==> src/rtl/csr_commit_ctrl.sv <==
// Writeback-stage CSR commit controller: drives the CSR bus, flush strobes and front-end redirect.
// Optional privilege check on CSR/ERTN ops is enabled by defining CSR_PRIV_CHECK_EN.
module csr_commit_ctrl #(
  parameter int          FLUSH_CYCLES = 2,
  parameter logic [31:0] PC_RESET     = 32'h1c000000
) (
  input  logic        clk,
  input  logic        resetn,
  input  logic        in_valid,
  output logic        in_ready,
  input  logic [2:0]  in_op,
  input  logic [13:0] in_csr_num,
  input  logic [31:0] in_rd_val,
  input  logic [31:0] in_rj_val,
  input  logic [4:0]  in_rd,
  input  logic [31:0] in_pc,
  input  logic [1:0]  plv_in,
  input  logic        has_int,
  input  logic [31:0] eentry,
  input  logic [31:0] era,
  output logic [13:0] csr_raddr,
  input  logic [31:0] csr_rdata,
  output logic        csr_wr_en,
  output logic [13:0] csr_waddr,
  output logic [31:0] csr_wdata,
  output logic        excp_flush,
  output logic        ertn_flush,
  output logic [31:0] era_in,
  output logic [5:0]  ecode_in,
  output logic [8:0]  esubcode_in,
  output logic        rf_we,
  output logic [4:0]  rf_waddr,
  output logic [31:0] rf_wdata,
  output logic        redirect_valid,
  output logic [31:0] redirect_pc
);

  localparam logic [2:0] OP_CSRRD   = 3'd1;
  localparam logic [2:0] OP_CSRWR   = 3'd2;
  localparam logic [2:0] OP_CSRXCHG = 3'd3;
  localparam logic [2:0] OP_ERTN    = 3'd4;
  localparam logic [2:0] OP_SYSCALL = 3'd5;
  localparam logic [2:0] OP_BREAK   = 3'd6;
  localparam logic [2:0] OP_INE     = 3'd7;

`ifdef CSR_PRIV_CHECK_EN
  localparam bit PRIV_CHK = 1'b1;
`else
  localparam bit PRIV_CHK = 1'b0;
`endif

  typedef enum logic [1:0] {
    IDLE   = 2'd0,
    SETTLE = 2'd1,
    FLUSH  = 2'd2
  } state_t;

  state_t     state, state_nxt;
  logic [3:0] cnt, cnt_nxt;

  logic fire;
  logic is_exc_op;
  logic priv_op;
  logic priv_fault;
  logic take_excp;
  logic exec;
  logic take_ertn;
  logic do_write;
  logic do_read;

  assign in_ready  = (state == IDLE);
  assign fire      = in_valid & in_ready;
  assign csr_raddr = in_csr_num;

  assign is_exc_op  = (in_op == OP_SYSCALL) | (in_op == OP_BREAK) | (in_op == OP_INE);
  assign priv_op    = (in_op == OP_CSRRD) | (in_op == OP_CSRWR) |
                      (in_op == OP_CSRXCHG) | (in_op == OP_ERTN);
  assign priv_fault = PRIV_CHK & priv_op & (plv_in != 2'd0);

  // Interrupt wins over everything; the presented instruction is then discarded.
  assign take_excp = fire & (has_int | is_exc_op | priv_fault);
  assign exec      = fire & ~take_excp;
  assign take_ertn = exec & (in_op == OP_ERTN);
  assign do_write  = exec & ((in_op == OP_CSRWR) | (in_op == OP_CSRXCHG));
  assign do_read   = exec & ((in_op == OP_CSRRD) | (in_op == OP_CSRWR) | (in_op == OP_CSRXCHG));

  always_comb begin
    excp_flush  = take_excp;
    ertn_flush  = take_ertn;
    csr_wr_en   = do_write;
    csr_waddr   = 14'd0;
    csr_wdata   = 32'd0;
    era_in      = 32'd0;
    ecode_in    = 6'd0;
    esubcode_in = 9'd0;
    if (do_write) begin
      csr_waddr = in_csr_num;
      if (in_op == OP_CSRXCHG)
        csr_wdata = (in_rd_val & in_rj_val) | (csr_rdata & ~in_rj_val);
      else
        csr_wdata = in_rd_val;
    end
    if (take_excp) begin
      era_in = in_pc;
      if (has_int)
        ecode_in = 6'h00;
      else if (priv_fault)
        ecode_in = 6'h0E;
      else begin
        case (in_op)
          OP_SYSCALL: ecode_in = 6'h0B;
          OP_BREAK:   ecode_in = 6'h0C;
          default:    ecode_in = 6'h0D;
        endcase
      end
    end
  end

  always_comb begin
    state_nxt = state;
    cnt_nxt   = cnt;
    case (state)
      IDLE: begin
        if (take_excp | take_ertn) begin
          state_nxt = FLUSH;
          cnt_nxt   = 4'(FLUSH_CYCLES - 1);
        end else if (do_write) begin
          state_nxt = SETTLE;
        end
      end
      SETTLE: state_nxt = IDLE;
      FLUSH: begin
        if (cnt == 4'd0)
          state_nxt = IDLE;
        else
          cnt_nxt = cnt - 4'd1;
      end
      default: begin
        state_nxt = IDLE;
        cnt_nxt   = 4'd0;
      end
    endcase
  end

  always_ff @(posedge clk or negedge resetn) begin
    if (!resetn) begin
      state <= IDLE;
      cnt   <= 4'd0;
    end else begin
      state <= state_nxt;
      cnt   <= cnt_nxt;
    end
  end

  // GPR writeback returns the CSR value as read before any write in the same fire.
  always_ff @(posedge clk or negedge resetn) begin
    if (!resetn) begin
      rf_we          <= 1'b0;
      rf_waddr       <= 5'd0;
      rf_wdata       <= 32'd0;
      redirect_valid <= 1'b0;
      redirect_pc    <= PC_RESET;
    end else begin
      rf_we          <= do_read & (in_rd != 5'd0);
      redirect_valid <= take_excp | take_ertn;
      if (do_read) begin
        rf_waddr <= in_rd;
        rf_wdata <= csr_rdata;
      end
      if (take_excp)
        redirect_pc <= eentry;
      else if (take_ertn)
        redirect_pc <= era;
    end
  end

endmodule

==> config.mk <==
export PLATFORM = sky130hd
export DESIGN_NAME = csr_commit_ctrl
export DESIGN_NICKNAME = d
export VERILOG_FILES = /design/src/rtl/csr_commit_ctrl.sv
export SDC_FILE = /design/constraint.sdc
export NUM_CORES = 1
export LEC_CHECK = 0
export BUFFER_PORTS_ARGS = -buffer_cell sky130_fd_sc_hd__buf_2
export CAP_MARGIN = 20
export CORE_AREA = 2 2 155 157
export CTS_CLUSTER_DIAMETER = 150
export DETAILED_ROUTE_END_ITERATION = 16
export DIE_AREA = 0 0 157 159
export PLACE_DENSITY = 0.47
export SLEW_MARGIN = 10
export SYNTH_ARGS = -nofsm -noshare
export SYNTH_HDL_FRONTEND = slang
export SYNTH_SLANG_ARGS = --single-unit
==> constraint.sdc <==
create_clock -name clk -period 2.34 [get_ports clk]
set_input_delay 0.117 -clock clk [delete_from_list [all_inputs] [get_ports clk]]
set_output_delay 0.117 -clock clk [all_outputs]
set_load 0.03 [all_outputs]
== Word level (Yosys, flattened, before mapping) ==
Index checks and enable logic that the tools add are counted.
Word-level totals
  register bits after elaboration: 77
  bits in latches: 0
  memory bits (writable): 0
  bits in read-only memories: 0
  output and inout bits: 182
  memories: 0
Operators by class
  $add $sub $neg: 1
  multiply operators: 0
  divide/modulo/power cells: 0
  magnitude comparators: 0
  eq/ne operators: 13
  shift operators: 0
  multiplexer cells: 16
  bitwise gates (word level): 20
  reduce and logical (&&, ||, !) cells: 6
Operators with widths (number)
  $mux 32: 5
  $and 32x32->32: 2
  $not 32->32: 1
  $or 32x32->32: 1
  $mux 14: 1
  $eq 3x3->1 const B: 4
  $mux 4: 3
  $pmux 4 s3: 1
  $and 1x1->1: 7
  $or 1x1->1: 7
  $eq 3x2->1 const B: 2
  $mux 2: 3
  $mux 6: 1
  $pmux 3 s2: 1
  $reduce_bool 5->1: 1
  $logic_not 4->1: 1
  $ne 2x2->1 const B: 2
  $pmux 2 s2: 1
  $sub 4x1->4 const B: 1
  $eq 3x1->1 const B: 1
  $ne 3x1->1 const B: 1
  $reduce_and 3->1: 1
  $eq 2x1->1 const B: 1
  $eq 2x2->1 const B: 1
  other kinds (5): 6

== Depth between registers and ports, before layout ==
Gate-level depths: netlist of the first run.
  word-level depth: 11
  gate-level depth with buffers: 7
  depth with buffers taken out: 5

== Worst setup path after synthesis of the first run ==
No wires, ideal clock.
  path kind: register -> output
  start point: reg state[0]
  end point: out era_in[22]
  data arrival time: 1.970 ns
  setup slack: 0.253 ns
  cell stages (with the launch flop): 6
  path buffers: 2
  cell sequence: dfrtp_1 -> buf_2 -> or3b_4 -> a21oi_1 -> clkbuf_1 -> and2_1
Between the ends
  word-level cells in the longest chain between the ends: 4
RTL lines
  start: declaration: RTL line 58  | state_t state, state_nxt;
  start signal: assignment: RTL line 150  | state <= state_nxt;
  $logic_not 2->1: RTL line 71  | assign in_ready = (state == IDLE);
  $and 1x1->1: RTL line 72  | assign fire = in_valid & in_ready;
  $and 1x1->1: RTL line 81  | assign take_excp = fire & (has_int | is_exc_op | priv_fault);
  net excp_flush: RTL line 26  | output logic excp_flush,
  $mux 32: RTL line 103  | if (take_excp) begin
  end: declaration: RTL line 28  | output logic [31:0] era_in,
The timed path passes the listed nets, and every way through them passes these cells.

== Worst setup path after layout of the first run ==
  start point: reg state[0]
  end point: out era_in[12]
Between the ends
  word-level cells in the longest chain between the ends: 4
RTL lines (RTL line)
  $logic_not 2->1: 71
  $and 1x1->1: 72
  $and 1x1->1: 81
  $mux 32: 103
Every way passes these cells.

==> impl_metrics.json, run 1 <==
{
  "place_congestion": 0.789,
  "timing.critical_path.slowest_cell_delay_ns": 0.49,
  "timing.critical_path.from_type": "flip-flop",
  "finalWorstPathRequiredPeriod_ns": 2.18,
  "crit_path_max_fanout": 33,
  "post_cts.repair.setup_buffers": 0,
  "max-vdd-ir-drop_uv": 343,
  "drt_drc_violations_left": 0,
  "fin_nets": 1094,
  "rsz0062_at_grt": "false",
  "detailroute.via_count": 5280,
  "design_power_total_mw": 7.84,
  "critPathKind": "reg -> out",
  "antenna_violations_before_repair": 5,
  "ioPinCount": 402,
  "finalClockSkew_ns": 0.00790,
  "p_int_mw": 4.28,
  "syn-mean-instance-area_um2": 9.13,
  "stdcell_count": 1200,
  "dp.final_hpwl_um": 16900,
  "status": "finished, final reports clean",
  "port_buffer_cells": 388,
  "powerDensity_nw_per_um2": 1080,
  "maxCapViolCount": 0,
  "share_of_power_burned_in_registers_pct": 29.6,
  "top_cells_by_area_synth": "sky130_fd_sc_hd__dfrtp_1 40%, sky130_fd_sc_hd__o21ai_0 7.4%, sky130_fd_sc_hd__a21oi_1 7.1%, sky130_fd_sc_hd__and2_1 6.2%, sky130_fd_sc_hd__nand3b_1 5.5%",
  "placementRows": 56,
  "total_leakage_power_nw": 3.63,
  "global_route_congestion_overflow_total": 0,
  "fp.coreArea_um2": 23200,
  "r2r.worst_path.cells": 4,
  "dieArea_um2": 25000,
  "first_global_vias": 5100,
  "timing.rr.start": "state[0]",
  "pwr-share-comb_pct": 49.4,
  "tns_ns": 0,
  "power.net_switching_mw": 3.56,
  "synth_top_area_cell": "sky130_fd_sc_hd__dfrtp_1",
  "grt_max_degree": 41,
  "finalCoreUtilization_pct": 31.4,
  "crit-reg2reg-capture": "rf_wdata[10]",
  "critical_path_cell_sequence": "or3b_4 > a21oi_2 > buf_6 > and2_1 > buf_2",
  "die_x_um": 157,
  "wl_um": 21300,
  "antenna_left": 0,
  "cp-end-kind": "output pin",
  "ys_ff_latch": 77,
  "sw_frac_of_total_pct": 45.4,
  "avgRoutedWirePerCell_um": 17.8,
  "seq_area_frac_synth_pct": 41.7,
  "crit_required_ns": 2.22,
  "drive_above_1_share_pct": 51.0,
  "tritoncts.num_buffers": 9,
  "worst_hold_path_class": "in -> reg",
  "timing_max_transition_violations_final": 0,
  "primary_ff_master_synth": "sky130_fd_sc_hd__dfrtp_1",
  "asyncSetResetFlopFracSynth_pct": 100,
  "post_synth_inst_count": 507,
  "initial_cell_density_of_the_core_pct": 20.0,
  "wire_length_of_the_first_global_routing_pass_um": 30800,
  "dieHeight_um": 159,
  "setup_viol": 0,
  "synthesis.yosys.warnings": 0,
  "cts_tree": "built",
  "hold_end": "rf_wdata[21]",
  "cp.arrival_ns": 2.06,
  "grt_util_all_layers_pct": 16.4,
  "cts_root_buffer": "sky130_fd_sc_hd__clkbuf_16",
  "post_synth_edffs": 0,
  "clock.fmax_mhz": 460,
  "synthDistinctLibCells": 40,
  "area.growth.synth_to_final_pct": 57.2,
  "1st_pass_router_iterations": 4,
  "worst_skew_pair.late_latency_ns": 0.34,
  "netlist_area_um2": 4630,
  "clkTransAtPathRegs_ns": 0.07,
  "transition_at_the_pin_with_the_smallest_max_transition_slack_ns": 0.732,
  "cts_htree_levels": 3,
  "critical-path-slowest-cell": "sky130_fd_sc_hd__dfrtp_2",
  "max_slew_margin_pct": 51.2,
  "min_path_cells": 2,
  "rrSetupSlack_ns": 0.33,
  "clkSinkCount": 77,
  "yosysTopAreaCellShare_pct": 40.0,
  "clockPowerShare_pct": 21.0,
  "drt_first_iter_violations": 263,
  "worstHoldStart": "csr_rdata[21]",
  "deepest_clock_path_buffer_count": 2,
  "drt-vias-per-instance": 4.40,
  "dp.cells": 1167,
  "layout_worst_path_cycle_share_pct": 93.0,
  "timing_hold_violations_final": 0
}
[layout make-up]
cell class | count | area, um^2
multi-input combinational | 364 | 2340
antenna | 4 | 10.0
fill | 2514 | 15900
timing repair buffer | 414 | 2230
clock inverter | 6 | 113
clock buffer | 10 | 229
tap | 319 | 399
inverter | 6 | 26.3
sequential | 77 | 1930
[power by group through the flow]
stage / clock network (mW) / registers (mW) / logic (mW)
2_1_floorplan: 0 / 3.54 / 1.32
3_3_place_gp: 0 / 2.32 / 3.89
3_5_place_dp: 0 / 2.33 / 3.91
4_1_cts: 1.71 / 2.32 / 3.93
5_1_grt: 1.76 / 2.40 / 4.12
6_report: 1.65 / 2.32 / 3.87
[logic make-up after synthesis]
group | after synthesis | synth area share [%]
flops | 77 | 41.7
mux | 38 | 9.22
fa+ha+maj | 2 | 0.540
other cells | 1 | 0.0810
buf+inv | 76 | 9.08
simple gates | 138 | 19.1
compound gates | 175 | 20.2
[through the flow]
step | hold WS [ns] | cell area, um^2 | worst slack [ns]
detailed placement | 0.159 | 6780 | 0.306
floorplan | -0.179 | 4670 | 0.253
global route | 0.0102 | 7270 | 0.0363
CTS | 0.00225 | 7260 | 0.0261
finish | 0.0242 | 7280 | 0.165
global placement | 0.161 | 6780 | 0.326
[cells in the mapped netlist, drive strengths merged (3+ instances only)]
| cell type | n |
|---|---|
| nand3 | 33 |
| nor2 | 5 |
| nand3b | 34 |
| inv | 6 |
| dfrtp | 74 |
| o21ai | 69 |
| nor2b | 3 |
| a31oi | 32 |
| buf | 35 |
| mux2 | 37 |
| clkbuf | 35 |
| and2 | 46 |
| a21oi | 66 |
| dfstp | 3 |
| and3 | 3 |
[worst max-delay path: cells and delay by family (launching register included)]
kind                   cells  cell delay, ns
DFF                        1            0.49
AOI/OAI and AO/OA          1            0.14
buffers and inverters      2            0.42
and+or+nand+nor            2            0.65
[how the worst max path moves through the flow]
stage                   from       endpoint  slack [ns]  cells after the start
finish              state[0]     era_in[12]        0.16                      5
global route        state[0]   csr_waddr[2]        0.04                      6
CTS                 state[0]     era_in[12]        0.03                      5
detailed placement  state[0]  csr_waddr[13]        0.31                      6
global placement    state[0]   csr_waddr[0]        0.33                      6
floorplan           state[0]     era_in[22]        0.25                      5
[placed cells by master, fill, tap and decap left out, types with 3 or more instances in the layout]
master and count:
sky130_fd_sc_hd__a21oi_1 65, sky130_fd_sc_hd__and3_1 3, sky130_fd_sc_hd__a31oi_1 32, sky130_fd_sc_hd__and2_1 46, sky130_fd_sc_hd__nor2_1 5, sky130_fd_sc_hd__bufinv_16 3
sky130_fd_sc_hd__dfrtp_1 73, sky130_fd_sc_hd__conb_1 11, sky130_fd_sc_hd__dfstp_2 3, sky130_fd_sc_hd__nor2b_1 3, sky130_fd_sc_hd__nand3_1 33, sky130_fd_sc_hd__buf_2 386
sky130_fd_sc_hd__inv_1 5, sky130_fd_sc_hd__nand3b_1 34, sky130_fd_sc_hd__clkbuf_16 9, sky130_fd_sc_hd__buf_12 4, sky130_fd_sc_hd__buf_4 10, sky130_fd_sc_hd__o21ai_0 68
sky130_fd_sc_hd__diode_2 4, sky130_fd_sc_hd__dlygate4sd3_1 13, sky130_fd_sc_hd__mux2_1 19, sky130_fd_sc_hd__mux2_2 18
[layer usage]
layer	vias to the layer above	share of wire (%)	track usage (%)	wire length, um
met5	-	0	0	0
met4	0	0.80	4.30	170
met3	9	8.2	4.33	1760
met2	268	55	31.6	11700
met1	2481	36	17.4	7720
li1	2522	-	-	-
[registers in the layout, indices dropped and copies added (netlist names)]
signal and cells:
rf_wdata 32, redirect_valid 1, redirect_pc 32, cnt 4
rf_waddr 5, rf_we 1, state 2
[repair_timing]
action                                 in CTS  in global routing
gates resized for setup                     2                  2
hold buffers                               13                  0
endpoints found under the hold margin      51                  0
setup endpoints to repair                  14                 18
(Power assumes the default switching activity.)
==> run 2, diff against run 1 <==
--- a/config.mk
+++ b/config.mk
@@ -5,13 +5,15 @@
 export SDC_FILE = /design/constraint.sdc
 export NUM_CORES = 1
 export LEC_CHECK = 0
-export BUFFER_PORTS_ARGS = -buffer_cell sky130_fd_sc_hd__buf_2
+export BUFFER_PORTS_ARGS = -buffer_cell sky130_fd_sc_hd__clkbuf_2
 export CAP_MARGIN = 20
 export CORE_AREA = 2 2 155 157
 export CTS_CLUSTER_DIAMETER = 150
 export DETAILED_ROUTE_END_ITERATION = 16
 export DIE_AREA = 0 0 157 159
+export MAX_ROUTING_LAYER = met4
 export PLACE_DENSITY = 0.47
+export SETUP_SLACK_MARGIN = 0.05
 export SLEW_MARGIN = 10
 export SYNTH_ARGS = -nofsm -noshare
 export SYNTH_HDL_FRONTEND = slang
==> run 2 against run 1 <==
Effect of this change:
- critical path depth is the same
- power shrank 1.3%
- sequential share of layout area shrank 0.22 points
- final cell count grew 0.50%
- non-clock buffer count grew 9
- core utilization grew 0.26 points
- maximum frequency shrank 0.91%
- register-to-register slack lost 0.12 ns
- cell area grew 0.84%
- sequential power is essentially flat
- critical path type unchanged
==> impl_metrics.json, run 2 (same netlist as run 1, synthesis figures left out) <==
{
  "wl_met2_um": 11600,
  "dpl_cell_area_um2": 6790,
  "cts_tree": "built",
  "powerDensity_nw_per_um2": 1050,
  "fin_nets": 1103,
  "fillerInstances": 2526,
  "ioPinCount": 402,
  "worst_skew_pair.late_latency_ns": 0.35,
  "min_path_cells": 3,
  "grt_max_degree": 41,
  "layout_worst_path_cycle_share_pct": 93.8,
  "worst_hold_path_class": "in -> reg",
  "wl_um": 21500,
  "topRoutingLayerUsed": "met4",
  "wire_length_of_the_first_global_routing_pass_um": 31300,
  "clockPowerShare_pct": 19.1,
  "clkTransAtPathRegs_ns": 0.07,
  "clkSinkCount": 77,
  "timing.critical_path.from_type": "flip-flop",
  "finalWorstPathRequiredPeriod_ns": 2.20,
  "setup_viol": 0,
  "avgRoutedWirePerCell_um": 17.8,
  "drt-vias-per-instance": 4.43,
  "clock.fmax_mhz": 456,
  "status": "finished, final reports clean",
  "first_global_vias": 5192,
  "r2r.worst_path.cells": 6,
  "finalClockSkew_ns": 0.00943,
  "timing.critical_path.slowest_cell_delay_ns": 0.49,
  "grt_util_all_layers_pct": 17.2,
  "hold_slack_ns": 0.0131,
  "p_int_mw": 4.10,
  "dieArea_um2": 25000,
  "dieHeight_um": 159,
  "cts_htree_levels": 3,
  "place_congestion": 0.768,
  "drive_above_1_share_pct": 50.7,
  "drt_drc_violations_left": 0,
  "finalInstanceArea_um2": 7340,
  "1st_pass_router_iterations": 4,
  "worst-path-stages": 5,
  "tns_ns": 0,
  "maxCapViolCount": 0,
  "crit_required_ns": 2.22,
  "drt_first_iter_violations": 240,
  "largestRegisters": "redirect_pc: 32 flops, rf_wdata: 32 flops, rf_waddr: 5 flops",
  "stdcell_count": 1206,
  "sw_frac_of_total_pct": 47.1,
  "critical_path_cell_sequence": "or3b_4 > a21oi_4 > buf_6 > and2_1 > clkbuf_2",
  "detail_route.wirelength.met1_um": 7660,
  "share_of_power_burned_in_registers_pct": 30.2,
  "port_buffer_cells": 388,
  "detailroute.via_count": 5346,
  "timing_hold_violations_final": 0,
  "power.net_switching_mw": 3.64,
  "cts_root_buffer": "sky130_fd_sc_hd__clkbuf_16",
  "dp.final_hpwl_um": 16800,
  "dp.cells": 1167,
  "critPathKind": "reg -> out",
  "critPathTopFamily": "simple AND/OR/NAND/NOR gates",
  "critical-path-slowest-cell": "sky130_fd_sc_hd__dfrtp_2",
  "max-vdd-ir-drop_uv": 322,
  "timing_max_transition_violations_final": 0,
  "pwr-share-comb_pct": 50.6,
  "final_cell_mix": "385 x sky130_fd_sc_hd__clkbuf_2, 73 x sky130_fd_sc_hd__dfrtp_1, 68 x sky130_fd_sc_hd__o21ai_0",
  "critical_path.n_buffers_inverters": 2,
  "initial_cell_density_of_the_core_pct": 20.0,
  "antenna_left": 0,
  "ff_latch_area_um2": 1930,
  "die_x_um": 157,
  "deepest_clock_path_buffer_count": 2,
  "area.growth.synth_to_final_pct": 58.5,
  "max_slew_margin_pct": 50.0,
  "commonest_non_fill_non_tap_cell_in_the_layout": "sky130_fd_sc_hd__clkbuf_2",
  "total_leakage_power_nw": 3.64,
  "tritoncts.num_buffers": 9,
  "area_of_the_multi_input_gates_um2": 2350,
  "finalCoreUtilization_pct": 31.6,
  "rsz0062_at_grt": "true",
  "cp-end-kind": "output pin",
  "cp.arrival_ns": 2.08,
  "crit_path_max_fanout": 17,
  "global_route_congestion_overflow_total": 0,
  "fp.coreArea_um2": 23200,
  "placementRows": 56,
  "met3WireLength_um": 1750,
  "antenna_violations_before_repair": 1,
  "transition_at_the_pin_with_the_smallest_max_transition_slack_ns": 0.750
}
run 2: cell types whose count changed in the layout (fill, tap and decap cells not counted), sizes merged:
cell / before / now
clkbuf: 10 / 395
buf: 401 / 18
dlygate4sd3: 13 / 20
clkinv: 3 / 0
clkinvlp: 1 / 4
diode: 4 / 1
bufinv: 3 / 1
inv: 5 / 7
run 2: layout make-up:
type / count / share of cell area [%]
antenna: 1 / 0.0341
clock buffer: 10 / 3.12
clock inverter: 6 / 0.955
inverter: 6 / 0.358
multi-input combinational: 364 / 32.0
sequential: 77 / 26.3
tap: 319 / 5.44
timing repair buffer: 423 / 31.8
run 2: final timing paths:
check / start / to / slack (ns)
max: state[0] / era_in[15] / 0.14
min: eentry[0] / redirect_pc[0] / 0.01
max reg2reg: state[1] / redirect_pc[28] / 0.21
min reg2reg: rf_wdata[21] / rf_wdata[21] / 0.49
max in group asynchronous: resetn / rf_wdata[13] / 1.43
min in group asynchronous: resetn / redirect_pc[11] / 0.28
run 2: repair_timing:
item,4_1_cts,5_1_grt
endpoints found under the hold margin,50,0
buffers inserted,0,1
hold buffers,20,0
cloned,1,0
pin swaps,0,1
gates resized for setup,7,1
setup endpoints to repair,51,20
run 2: metrics by stage:
stage | setup WS, ns | power [mW]
2_1_floorplan | 0.253 | 4.85
3_3_place_gp | 0.309 | 6.22
3_5_place_dp | 0.272 | 6.26
4_1_cts | 0.0980 | 7.86
5_1_grt | 0.0454 | 8.21
6_report | 0.145 | 7.74
run 2: routing by layer:
layer	up-vias	GRT usage (%)
met5	-	-
met4	0	5.17
met3	23	4.52
met2	278	31.9
met1	2502	17.5
li1	2543	-
run 2: power groups by stage:
stage	registers [mW]	logic [mW]	clock network, mW
2_1_floorplan	3.54	1.32	0
3_3_place_gp	2.35	3.87	0
3_5_place_dp	2.37	3.89	0
4_1_cts	2.35	3.98	1.53
5_1_grt	2.44	4.19	1.59
6_report	2.34	3.92	1.48
run 2: worst register-to-register path, delay by kind of cell, from the launching register on:
family	cells	cell delay, ns
compound gates	2	0.31
buf+inv	3	1.14
simple gates	1	0.20
flops	1	0.44
